### src/rtl/pipelined_adder.sv
// pipelined_adder: WIDTH-bit add/sub split into STAGES chunk-wide stages,
// carry registered stage to stage, valid/ready on both ends.
//
// Ports:
//   CLK, RST             clock, synchronous active-high reset
//   IN_VALID / IN_READY  operand handshake (A, B, C_IN, SUB)
//   OUT_VALID / OUT_READY result handshake (SUM, CARRY, OVERFLOW)
//   SUB=0: SUM = A+B+C_IN ; SUB=1: SUM = A-B (C_IN ignored)
//   CARRY: carry out of MSB (for SUB, 1 = no borrow)
//   OVERFLOW: two's-complement signed overflow

module pipelined_adder #(
    parameter int WIDTH  = 16,
    parameter int STAGES = 4
) (
    input  logic             CLK,
    input  logic             RST,
    input  logic             IN_VALID,
    output logic             IN_READY,
    input  logic [WIDTH-1:0] A,
    input  logic [WIDTH-1:0] B,
    input  logic             C_IN,
    input  logic             SUB,
    output logic             OUT_VALID,
    input  logic             OUT_READY,
    output logic [WIDTH-1:0] SUM,
    output logic             CARRY,
    output logic             OVERFLOW
);

    localparam int CHUNK = (STAGES > 0) ? (WIDTH / STAGES) : 1;

    generate
        if ((WIDTH < 1) || (STAGES < 1) || (STAGES > WIDTH) ||
            ((WIDTH % CHUNK) != 0) || ((CHUNK * STAGES) != WIDTH))
        begin : g_bad_params
            $error("pipelined_adder: WIDTH must split into STAGES equal chunks");
        end
    endgenerate

    // Stage inputs (combinational view of what each stage adds this cycle)
    logic [WIDTH-1:0] in_a [STAGES];
    logic [WIDTH-1:0] in_b [STAGES];
    logic [WIDTH-1:0] in_s [STAGES];
    logic             in_c [STAGES];
    logic             in_v [STAGES];
    logic [CHUNK:0]   add  [STAGES];

    // Stage registers
    logic [WIDTH-1:0] a_q [STAGES];
    logic [WIDTH-1:0] b_q [STAGES];
    logic [WIDTH-1:0] s_q [STAGES];
    logic             c_q [STAGES];
    logic             v_q [STAGES];
    logic             ovf_q;

    logic adv;
    logic ovf_d;

    assign adv      = !v_q[STAGES-1] || OUT_READY;
    assign IN_READY = adv && !RST;

    // Operands shift right by CHUNK each stage so the chunk being added is
    // always the low CHUNK bits; finished sum chunks enter from the top and
    // shift down, landing in place after the last stage.
    always_comb begin
        in_a[0] = A;
        in_b[0] = SUB ? ~B : B;
        in_c[0] = SUB | C_IN;
        in_v[0] = IN_VALID && IN_READY;
        in_s[0] = '0;
        for (int k = 1; k < STAGES; k++) begin
            in_a[k] = a_q[k-1];
            in_b[k] = b_q[k-1];
            in_c[k] = c_q[k-1];
            in_v[k] = v_q[k-1];
            in_s[k] = s_q[k-1];
        end
        for (int k = 0; k < STAGES; k++) begin
            add[k] = {1'b0, in_a[k][CHUNK-1:0]}
                   + {1'b0, in_b[k][CHUNK-1:0]}
                   + {{CHUNK{1'b0}}, in_c[k]};
        end
    end

    // Last stage holds the MSB chunk of A and effective B.
    assign ovf_d = (in_a[STAGES-1][CHUNK-1] == in_b[STAGES-1][CHUNK-1]) &&
                   (add[STAGES-1][CHUNK-1] != in_a[STAGES-1][CHUNK-1]);

    always_ff @(posedge CLK) begin
        if (RST) begin
            for (int k = 0; k < STAGES; k++) begin
                v_q[k] <= 1'b0;
                c_q[k] <= 1'b0;
                a_q[k] <= '0;
                b_q[k] <= '0;
                s_q[k] <= '0;
            end
            ovf_q <= 1'b0;
        end else if (adv) begin
            for (int k = 0; k < STAGES; k++) begin
                v_q[k] <= in_v[k];
                c_q[k] <= add[k][CHUNK];
                a_q[k] <= in_a[k] >> CHUNK;
                b_q[k] <= in_b[k] >> CHUNK;
                s_q[k] <= (in_s[k] >> CHUNK) |
                          (WIDTH'(add[k][CHUNK-1:0]) << (WIDTH - CHUNK));
            end
            ovf_q <= ovf_d;
        end
    end

    assign OUT_VALID = v_q[STAGES-1];
    assign SUM       = s_q[STAGES-1];
    assign CARRY     = c_q[STAGES-1];
    assign OVERFLOW  = ovf_q;

endmodule

### config.mk
export PLATFORM = sky130hd
export DESIGN_NAME = pipelined_adder
export DESIGN_NICKNAME = d
export VERILOG_FILES = /design/src/rtl/pipelined_adder.sv
export SDC_FILE = /design/constraint.sdc
export NUM_CORES = 1
export LEC_CHECK = 0
export ABC_AREA = 1
export ABC_CLOCK_PERIOD_IN_PS = 4200
export BUFFER_PORTS_ARGS = -buffer_cell sky130_fd_sc_hd__buf_2
export CORE_MARGIN = 3
export CORE_UTILIZATION = 50
export CTS_CLUSTER_DIAMETER = 200
export CTS_CLUSTER_SIZE = 20
export DETAILED_ROUTE_END_ITERATION = 7
export PLACE_DENSITY = 0.71
export RECOVER_POWER = 100
export SYNTH_ARGS = -nofsm -noshare
export SYNTH_HDL_FRONTEND = slang
export SYNTH_SLANG_ARGS = --single-unit
### constraint.sdc
create_clock -name CLK -period 4.2 [get_ports CLK]
set_input_delay 0.21 -clock CLK [delete_from_list [all_inputs] [get_ports CLK]]
set_output_delay 0.21 -clock CLK [all_outputs]
set_load 0.03 [all_outputs]
==> metrics.md <==
| Metric | Value |
|---|---|
| Run status | finished, violations left |
| Failing checks | capacitance limit, slew limit |
| Synth Area in Simple Gates | 0.207 |
| Global-route wire length before repair | 10,400 um |
| Number of standard cells after synthesis | 379 |
| Antenna diode count | 0 |
| Total of buffers placed on input and output ports | 57 |
| Max Used Layer | met4 |
| Boundary Pins | slightly below 60 |
| Remaining DRCs | 0 |
| Sequential cell area | just under 3000 sq um |
| Placement Rows | 35 |
| Nets | between 400 and 500 |
| Clock Pin Slew Worst Setup and Hold Paths | about 80 ps |
| Yosys synthesis warning count | 0 |
| Gr ovfl total | 0 |
| Adder-cell share of the synthesized area | 0.0619 |
| Die Y | roughly 110 um |
| Achievable frequency | 0.373 GHz |
| Number of detailed-routing iterations run before antenna repair | 3 |
| Category of the critical setup timing path | flip-flop to flip-flop |
| Post-layout minimum cycle time | ~2700 ps |
| Power density over the cells | roughly 380 nW/um^2 |
| Critical path data arrival time | roughly 2700 ps |
| Final count of hold timing violations | 0 |
| Post-CTS setup buffers | 0 |
| Met1 wire length | around 2900 um |
| Final Cell Area | 5120 sq um |
| # resized after CTS | 0 |
| Final worst clock skew | 9.07 ps |
| Total CTS buffers | 9 |
| Xor and xnor area share after synthesis | 0.0279 |
| Wire length per cell | approximately 11 um |
| Largest buffer count on any clock path | 2 |
| Final Hold Slack | approximately 160 ps |
| Leakage | about 2.2 nW |
| Setup crit end kind | flip-flop |
| Skew-Pair Late Insertion Delay | roughly 350 ps |
| Core Footprint | ~9500 sq um |
| Post-route core utilization | 0.539 |
| Final setup viols | 0 |
| Startpoint kind of the worst setup timing path | flip-flop |
| Total GRT Usage | 0.115 |
| Area of the multi-input gates | between 1000 and 1500 sq um |
| Top fanout value on the critical path | between 80 and 90 |
| Area grow syn2layout | 2.17% |
| Library cell occupying the most area in the post-synthesis netlist | edfxtp_1 |
| Die W | approximately 110 um |
| Maximum Capacitance Violations | 2 |
| Worst hold path class | input pin to flip-flop |
| Unrepaired setup endpoints after global routing | no |
| Average size of a mapped cell | ~13 sq um |
| Data required time at the worst endpoint | approximately 4200 ps |
| Starting utilization of the core area | 0.528 |
| Number of distinct library cell variants in the gate-level netlist after synthesis | 22 |
| Maximum number of pins on one net before global-route repair | approximately 80 |
| Number of global-route vias before repair | between 2k and 2.5k |
| Number of clock sinks | 97 |
| Register bit total from synthesis | 97 |
| Clock tree from TritonCTS | yes |
| Routed wire length on met2 | roughly 2900 um |
| Period utilisation layout | 0.638 |
| Sum Neg Setup Slack | 0 ps |
| Post-Synthesis Cell Area | roughly 5000 sq um |
| Tightest slew margin relative to the limit | -0.159 |
| Final cell count without fillers | approximately 570 |
| Total via count in the routed design | between 2k and 2.5k |
| Detail-routed via count per cell | around 4.3 |
| Number of fillers in the final layout | slightly below 900 |
| Fraction of the mapped netlist area in compound gates | 0.0150 |
| # H-tree levels | 3 |
| IR Drop Worst-Case VDD | approximately 0.18 mV |
| Antenna violations before repair | 0 |
| Area of the die | ~11,000 sq um |
| Top area cells in the synthesized netlist | edfxtp_1 57%, nor2_4 16%, inv_1 7.0%, buf_12 3.2%, fa_1 3.2% |
| Post-Syn Nets | roughly 440 |
| Combinational family with the most area after synthesis | simple AND/OR/NAND/NOR gates |
| Synth top area share | 0.575 |
| Max Slew Vio Count | 98 |
| RePlAce Congestion | between 0.7 and 0.8 |
| Remaining antenna violation count | 0 |
| Transition time at the pin with the least slew margin | 1730 ps |
| Mux share of post-synthesis cell area | 0 |
| Detailed Route Iter0 Violations | 83 |
| Placed wire-length estimate | 4120 um |
| Clock root buffer | clkbuf_8 |
| Post-synthesis sequential area ratio | 0.579 |
| Proportion of layout cells with a drive suffix above 1 | 0.183 |
| Metal3 WL | roughly 250 um |
| Placed Area | between 5000 and 6000 sq um |
| Hold-fix buffer count after cts | 0 |
| Placed Instances | ~560 |
| Post-detailed-routing wire length | just over 6000 um |
## stage by stage
step	setup slack [ps]	power, W
4_1_cts	1880	0.00205
2_1_floorplan	949	0.00145
3_5_place_dp	2100	0.00149
6_report	1520	0.00197
5_1_grt	1250	0.00206
3_3_place_gp	2150	0.00148
## area by class of cell
cell class / count / share of cell area
Clock buffer: 11 / 0.0256
Clock inverter: 5 / 0.00903
Inverter: 94 / 0.0688
Multi-Input combinational cell: 176 / 0.245
Sequential cell: 97 / 0.566
Tap cell: 129 / 0.0315
Timing Repair Buffer: 60 / 0.0537
## flip-flops by register name (all words and copies together) (netlist names)
signal,cells
b_q,24
OVERFLOW,1
s_q,40
a_q,24
v_q,4
c_q,4
## cell usage in the layout, fill, tap and decap left out, types with 2 or more instances in the layout
cell type and n:
xnor2_1 13, clkbuf_1 24, o21ai_0 4, fa_1 8, inv_1 93, edfxtp_1 96
nor2_4 29, buf_2 37, xor2_1 3, nand2_1 13, clkinv_1 3, a21oi_1 11
nor2_1 66, clkbuf_8 9, nor3_1 2, nand3_1 11, nor3b_1 2, ha_1 12
## routing by layer
layer,track usage,up-vias
met4,0.0638,0
met2,0.194,48
met5,0,-
li1,-,1298
met3,0.0243,7
met1,0.138,1122
## where the power goes
group | leakage [nW] | total (W) | switching (W) | internal, W
Clock | 0.0898 | 0.000559 | 0.000289 | 0.000269
Combinational | 0.938 | 0.000246 | 0.000154 | 0.0000921
Sequential | 1.15 | 0.00117 | 0.0000227 | 0.00114
Total | 2.18 | 0.00197 | 0.000466 | 0.00151
## critical path, cell delays in order, from the launching register on
cell and delay (ps):
edfxtp_1 390, nand2_1 190, inv_1 90, nand2_2 1240, buf_4 440
## worst paths after layout
kind | slack (ps) | depth (start not counted) | end | from
max reg2reg | 1520 | 4 | s_q[1][10] | v_q[3]
min reg2reg | 480 | 2 | OVERFLOW | OVERFLOW
max | 1520 | 4 | s_q[1][10] | v_q[3]
min | 160 | 3 | v_q[0] | IN_VALID
## Yosys cell counts
cell       n
xnor2_1   13
ha_1      12
inv_2      1
a21oi_1   11
buf_8      1
fa_1       8
nand2_1   13
edfxtp_1  96
nand3_1   11
nand2_2    1
nor2_4    70
o21ai_0    4
buf_12     8
buf_6      1
xor2_1     3
nor3b_2    2
nand2_4    1
dfxtp_1    1
buf_2      2
nor2_1    25
nor3_1     2
inv_1     93
## logic make-up (layout without fill, tap and decap cells)
group,after synthesis,after routing
xor gates and xnor gates,16,16
AOI/OAI and AO/OA,15,15
adders and majority gates,20,20
and+or+nand+nor,125,125
DFF,97,97
buffers and inverters,106,170
Power figures use the tool's default switching activity.
